$ cat config.mk
export PLATFORM = sky130hd
export DESIGN_NAME = simon_seq_mem
export DESIGN_NICKNAME = d
export VERILOG_FILES = /design/src/rtl/simon_seq_mem.sv
export SDC_FILE = /design/constraint.sdc
export NUM_CORES = 1
export LEC_CHECK = 0
export BUFFER_PORTS_ARGS = -buffer_cell sky130_fd_sc_hd__buf_2
export CAP_MARGIN = 40
export CELL_PAD_IN_SITES_DETAIL_PLACEMENT = 2
export CELL_PAD_IN_SITES_GLOBAL_PLACEMENT = 2
export CORE_ASPECT_RATIO = 1.75
export CORE_UTILIZATION = 40
export CTS_CLUSTER_SIZE = 10
export DETAILED_ROUTE_END_ITERATION = 12
export PLACE_DENSITY_LB_ADDON = 0.1
export SKIP_CTS_REPAIR_TIMING = 1
export SYNTH_ARGS = -nofsm -noshare
export SYNTH_HDL_FRONTEND = slang
export SYNTH_SLANG_ARGS = --single-unit
$ cat constraint.sdc
create_clock -name clock -period 1.9 [get_ports clock]
set_input_delay 0.285 -clock clock [delete_from_list [all_inputs] [get_ports clock]]
set_output_delay 0.285 -clock clock [all_outputs]
set_load 0.05 [all_outputs]
$ cat src/rtl/simon_seq_mem.sv
// simon_seq_mem: register-based Simon-Says colour sequence RAM with registered read data.
// Optional SIMON_MEM_WRITE_THROUGH_EN makes write cycles also drive out_num with in_num.
module simon_seq_mem #(
  parameter int ADDR_W = 4,
  parameter int DEPTH  = 16,
  parameter int DATA_W = 2
) (
  input  logic              clock,
  input  logic              reset_n,
  input  logic [ADDR_W-1:0] address,
  input  logic              rw,
  input  logic [DATA_W-1:0] in_num,
  output logic [DATA_W-1:0] out_num
);
  localparam logic [ADDR_W:0] DEPTH_L = DEPTH[ADDR_W:0];
  logic [DATA_W-1:0] mem [DEPTH];
  logic in_range;
  assign in_range = {1'b0, address} < DEPTH_L;
  // An X on rw falls through to the read branch.
  always_ff @(posedge clock or negedge reset_n)
    if (!reset_n) begin
      for (int i = 0; i < DEPTH; i++) mem[i] <= '0;
      out_num <= '0;
    end else if (rw) begin
      if (in_range) mem[address] <= in_num;
`ifdef SIMON_MEM_WRITE_THROUGH_EN
      out_num <= in_num;
`endif
    end else begin
      out_num <= in_range ? mem[address] : '0;
    end
endmodule

==> Flow_metrics.wiki, run 1 <==
{| class="wikitable"
! Metric !! Value
|-
| Cell types with the largest area share after synthesis || dfrtp_1 52%, mux2_2 22%, mux4_1 11%
|-
| Clock tree from TritonCTS || built
|-
| Insertion delay of the later-clocked pin in the worst-skew pair || 270 ps
|-
| Global routing's busiest layer || met2
|-
| Simple-Gate Fraction of Synth Area || 8.56%
|-
| Setup repair after global routing missed its margin || false
|-
| Number of rows created at floorplan || 30
|-
| GRT Util Overall || 19.7%
|-
| Count of nets left with antenna violations after detail routing || 0
|-
| Final Setup Violations || 0
|-
| Vias after detailed routing || 997
|-
| Largest family of logic cells by synthesized area || multiplexers
|-
| Clock root buffer || clkbuf_8
|-
| Sort of element at the end of the critical path || flop
|-
| Share of final-layout standard cells stronger than drive strength 1 || 39.7%
|-
| Leak Pwr || 0.786 nW
|-
| R2R cell count || 3
|-
| Cell taking the most area after synthesis || dfrtp_1
|-
| Tmin final || 1320 ps
|-
| GRT met3 Usage || 3.32%
|-
| Final Skew || 5.61 ps
|-
| Register clock-pin slew on the reported worst setup and hold paths || 70 ps
|-
| Wire length of the first global-routing pass || 6.18 mm
|-
| Distinct cell type count after synthesis || 20
|-
| Critical setup path kind || reg -> reg
|-
| Number of placed cells counting well taps || 167
|-
| Area of all sequential standard cells || 851 um2
|-
| GR Util met1 || 22.2%
|-
| Slew Limit Fails || 0
|-
| Detailed placer's ending HPWL || 2.67 mm
|-
| Vias/cell || 5.73
|-
| Initial Utilization || 42.3%
|-
| Global-route congestion overflow total || 0
|-
| Endpoint of the worst-slack reg-to-reg timing path || out_num[0]
|-
| Post-Syn Area per Cell || 14.5 um2
|-
| Worst-path fanout max || 2
|-
| Largest net degree at the start of global routing || 35
|-
| Number of nets in the final layout || 135
|-
| Worst setup SP type || flop
|-
| Quantity of I/O buffers inserted on ports || 10
|-
| Area grow syn2layout || 9.39%
|-
| Number of buffers on the longest clock path || 2
|-
| Number of max-cap violations || 0
|-
| Pwr dens || 1020 nW/um2
|-
| Proportion of synthesized area in mux cells || 35.5%
|-
| Iteration-0 DRC Markers || 16
|-
| Cts bufs inserted || 5
|-
| Net count after synthesis || 123
|-
| Type of the worst min-delay path || in -> async
|-
| Fraction of post-synthesis cell area in the top cell type by area || 51.5%
|-
| Compound-gate portion of the synthesized area || 1.82%
|-
| Via count of the first global-routing pass || 1199
|-
| Number of filler instances in the final layout || 397
|-
| Fraction of the yosys area taken by sequential cells || 51.5%
|-
| Placer's final routability congestion estimate || 0.717
|-
| Vert. Die Dim || 87.0 um
|-
| Total detailed-routing wirelength || 3.60 mm
|-
| Area of all placed cells without fillers || 1810 um2
|-
| CTS sink count || 34
|-
| Critical path data arrival time || 1470 ps
|-
| Number of placed I/O pins || 11
|-
| XOR/XNOR share of the synthesized area || 0%
|-
| Adder and majority cell fraction of the synthesized area || 0%
|-
| Total negative slack || 0 ps
|-
| Fmax achieved || 757 MHz
|-
| Max IR drop VDD || 0.627 mV
|-
| Run status || complete, no violations
|-
| Area inside the core boundary || 3900 um2
|-
| Pre-CTS WS || 276 ps
|-
| Worst EP required || 2050 ps
|-
| Post-route non-filler standard cell count || 174
|-
| Area of combinational cells with multiple inputs || 758 um2
|-
| Number of warnings printed during yosys synthesis || 0
|-
| Routed WL per cell || 20.7 um
|-
| Reg-to-reg setup timing slack || 580 ps
|-
| Worst rel slew slack || 49.4%
|-
| Transition time at the pin with the least slew margin || 759 ps
|-
| Tcrit/Tclk final || 69.5%
|-
| Register bit count reported by yosys || 34
|-
| Cell count after synthesis || 114
|-
| DIE AREA || 4400 um2
|-
| Cell area after synthesis || 1650 um2
|-
| Number of inserted diodes || 0
|-
| Worst setup slack after layout || 579 ps
|-
| Met2 routing resource usage after global routing || 35.0%
|-
| Final Hold Vio Count || 0
|-
| Number of antenna violations at the first check in global routing || 0
|-
| Beginning of the worst register-to-register path || mem[20]
|-
| Remaining DRCs || 0
|-
| Level count of the clock H-tree || 2
|-
| Area post-placement || 1730 um2
|-
| Die boundary width || 50.6 um
|-
| Count of TritonRoute iterations in the first routing pass || 4
|}
[cell usage after synthesis]
| master | number |
|---|---|
| nor2b_1 | 1 |
| mux4_1 | 7 |
| o22ai_1 | 2 |
| buf_2 | 1 |
| dfrtp_1 | 34 |
| inv_1 | 1 |
| nand2b_1 | 3 |
| a221oi_1 | 2 |
| nand3_1 | 1 |
| nand2_1 | 1 |
| buf_6 | 2 |
| nand3b_1 | 4 |
| mux4_2 | 1 |
| clkbuf_1 | 3 |
| or2_1 | 1 |
| nor2_1 | 14 |
| nor3b_2 | 1 |
| mux2_2 | 32 |
| and3_1 | 1 |
| mux2i_1 | 2 |
[flip-flops by register name (all words and copies together) (netlist names)]
name,flops
out_num,2
mem,32
[critical path, cell delays in order, from the launching register on]
cell      delay (ps)
dfrtp_1          390
mux4_1           510
o22ai_1          190
a221oi_1         110
[per-stage QoR]
stage	hold slack, ps	util (%)	total power [mW]
after floorplan	-10.6	-	1.25
after global routing	114	46.3	1.96
after global placement	385	44.3	1.36
final	77.5	46.3	1.84
after CTS	94.6	46.3	1.88
after detailed placement	398	44.3	1.39
[layout by cell type, fill, tap and decap left out, drive strengths merged]
cell type	instances
dfrtp	34
mux2	32
nor2	14
buf	11
mux4	8
clkbuf	7
nand3b	4
nand2b	3
o22ai	2
mux2i	2
a221oi	2
or2	1
nand3	1
nor3b	1
and3	1
nand2	1
inv	1
nor2b	1
[per-layer routing]
| layer | up-vias | wire length, um | share of wire (%) |
|---|---|---|---|
| met1 | 526 | 1400 | 39 |
| met2 | 16 | 2050 | 57 |
| met3 | 7 | 75 | 2.1 |
| li1 | 448 | - | - |
| met5 | - | 0 | 0 |
| met4 | 0 | 78 | 2.2 |
[power by group]
| part | internal [mW] | switching [mW] | leakage (nW) |
|---|---|---|---|
| Combinational | 0.217 | 0.160 | 0.332 |
| Clock | 0.252 | 0.232 | 0.0383 |
| Sequential | 0.892 | 0.0913 | 0.416 |
| Total | 1.36 | 0.483 | 0.786 |
[logic make-up (layout without fill, tap and decap cells)]
kind of cell,count (synthesis),in the layout
AOI/OAI and AO/OA,4,4
buffers and inverters,7,19
DFF,34,34
and+or+nand+nor,27,27
muxes,42,42
[cell type report]
type | instances | area share (%)
Sequential cell | 34 | 47.1
Inverter | 1 | 0.208
Clock buffer | 7 | 4.22
Multi-Input combinational cell | 73 | 42.0
Tap cell | 48 | 3.32
Timing Repair Buffer | 11 | 3.19
[how the worst max path moves through the flow]
| stage | start | end |
|---|---|---|
| finish | mem[20] | out_num[0] |
| global route | mem[21] | out_num[1] |
| CTS | mem[20] | out_num[0] |
| detailed placement | address[0] | out_num[1] |
| global placement | address[0] | out_num[0] |
| floorplan | address[2] | mem[28] |
No activity file was read; power rests on OpenSTA's default activity.
==> run 2: changes to the inputs <==
Settings changed: CORE_UTILIZATION 40 to 38.
Clock period 1.9 ns to 1.1 ns, I/O delays scaled along.
==> Flow_metrics.wiki, run 2 (synthesized netlist as in run 1, its figures left out) <==
{| class="wikitable"
! Metric !! Value
|-
| Run status || finished with violations
|-
| Violations in the final reports || setup timing
|-
| Worst setup SP type || flop
|-
| Register clock-pin slew on the reported worst setup and hold paths || 60 ps
|-
| Critical Path Slowest Stage Cell || mux4_2
|-
| Area grow syn2layout || 21.7%
|-
| Insertion delay of the later-clocked pin in the worst-skew pair || 290 ps
|-
| Count of nets left with antenna violations after detail routing || 0
|-
| Global-route congestion overflow total || 0
|-
| Max reg flops || 32
|-
| Count of TritonRoute iterations in the first routing pass || 4
|-
| Number of antenna violations at the first check in global routing || 0
|-
| Clock root buffer || clkbuf_8
|-
| Total negative slack || -448 ps
|-
| Switching part of the total || 27.3%
|-
| CTS sink count || 34
|-
| Biggest register || mem
|-
| Placer's final routability congestion estimate || 0.728
|-
| Level count of the clock H-tree || 2
|-
| Fraction of power consumed by the clock network || 25.1%
|-
| Cell breakdown of the critical path || mux4_2, mux2i_1, a221oi_1
|-
| Worst rel slew slack || 78.2%
|-
| Worst hold slack || 364 ps
|-
| Number of rows created at floorplan || 31
|-
| Number of buffers on the longest clock path || 2
|-
| Largest net degree at the start of global routing || 35
|-
| Transition time at the pin with the least slew margin || 325 ps
|-
| Final Hold Vio Count || 0
|-
| Commonest non-fill, non-tap cells in the layout || 34 x dfrtp_1, 27 x mux2_2, 14 x buf_4
|-
| Max IR drop VDD || 0.771 mV
|-
| Switching power || 0.924 mW
|-
| Critical path data arrival time || 1530 ps
|-
| Iteration-0 DRC Markers || 10
|-
| Slew Limit Fails || 0
|-
| Routed WL per cell || 21.8 um
|-
| Clock tree from TritonCTS || built
|-
| Vert. Die Dim || 89.2 um
|-
| Vias/cell || 5.51
|-
| Number of placed I/O pins || 11
|-
| Fmax achieved || 729 MHz
|-
| Number of placed cells counting well taps || 182
|-
| Cts bufs inserted || 5
|-
| Via count of the first global-routing pass || 1193
|-
| Stage delay of the slowest cell on the critical path || 480 ps
|-
| Initial Utilization || 39.8%
|-
| DIE AREA || 4620 um2
|-
| Pwr dens || 1680 nW/um2
|-
| Remaining DRCs || 0
|-
| Most frequent standard cell in the layout excluding fill and tap cells || dfrtp_1
|-
| Quantity of I/O buffers inserted on ports || 10
|-
| Number of filler instances in the final layout || 403
|-
| Tmin final || 1370 ps
|-
| Share of final-layout standard cells stronger than drive strength 1 || 57.3%
|-
| Vias after detailed routing || 1058
|-
| Tcrit/Tclk final || 125%
|-
| Worst EP required || 1250 ps
|-
| Worst setup slack after layout || -271 ps
|-
| Critical setup path kind || reg -> reg
|-
| Final Skew || 5.65 ps
|-
| Internal portion of total power || 2.45 mW
|-
| Detailed placer's ending HPWL || 3.08 mm
|-
| Combinational power share || 23.8%
|-
| Setup repair after global routing missed its margin || true
|-
| GRT Util Overall || 20.8%
|-
| Die boundary width || 51.8 um
|-
| Wire length of the first global-routing pass || 6.49 mm
|-
| Area inside the core boundary || 4150 um2
|-
| Sort of element at the end of the critical path || flop
|-
| Final Setup Violations || 2
|-
| Sequential power share || 51.2%
|-
| Type of the worst min-delay path || in -> async
|-
| Largest registers || mem x32, out_num x2
|-
| Total detailed-routing wirelength || 4.18 mm
|-
| Number of max-cap violations || 0
|-
| Leak Pwr || 0.868 nW
|-
| Number of inserted diodes || 0
|-
| Post-route non-filler standard cell count || 192
|-
| Number of nets in the final layout || 152
|-
| Worst-path fanout max || 2
|}
-- run 2: final timing paths --
kind / startpoint / to / slack [ps] / cells after the start
worst max-delay path: mem[11] / out_num[1] / -270 / 3
worst min-delay path: reset_n / mem[26] / 360 / 3
worst max register to register: mem[11] / out_num[1] / -270 / 3
worst min register to register: mem[15] / mem[15] / 510 / 1
max in group asynchronous: reset_n / mem[7] / 560 / 3
min in group clock: address[3] / out_num[0] / 390 / 3
-- run 2: metal layers --
layer | wire, um | up-vias | track usage [%] | share of wire [%]
li1 | - | 475 | - | -
met1 | 1530 | 563 | 20.1 | 37
met2 | 2470 | 13 | 40.4 | 59
met3 | 99 | 7 | 4.25 | 2.4
met4 | 74 | 0 | 8.85 | 1.8
met5 | 0 | - | 0 | 0
-- run 2: worst max-delay path: cells and delay by family (launching register included) --
family	cells	cell delay [ps]
flops	1	410
compound gates	1	130
mux	2	690
-- run 2: power by group through the flow --
stage          clock, mW  combinational, mW  sequential [mW]
2_1_floorplan          0              0.488             1.70
3_3_place_gp           0              0.692             1.74
3_5_place_dp           0              0.740             1.75
4_1_cts            0.882              0.742             1.73
5_1_grt            0.918              0.864             1.75
6_report           0.847              0.803             1.73
-- run 2: cell type report --
class | instances | area [um2] | area share [%]
well taps | 49 | 61.3 | 3.05
clock buffers | 7 | 76.3 | 3.80
repair buffers | 28 | 228 | 11.3
flip-flops and latches | 34 | 851 | 42.3
inverters | 1 | 3.75 | 0.187
multi-input cells | 73 | 790 | 39.3
-- run 2: through the flow --
step / worst slack (ps) / utilization (%) / cell area [um2] / power [mW]
floorplan: -77.1 / - / 1670 / 2.19
global placement: -385 / 45.0 / 1870 / 2.43
detailed placement: -422 / 45.0 / 1870 / 2.49
CTS: -238 / 46.8 / 1940 / 3.35
global route: -288 / 48.4 / 2010 / 3.54
finish: -271 / 48.4 / 2010 / 3.38
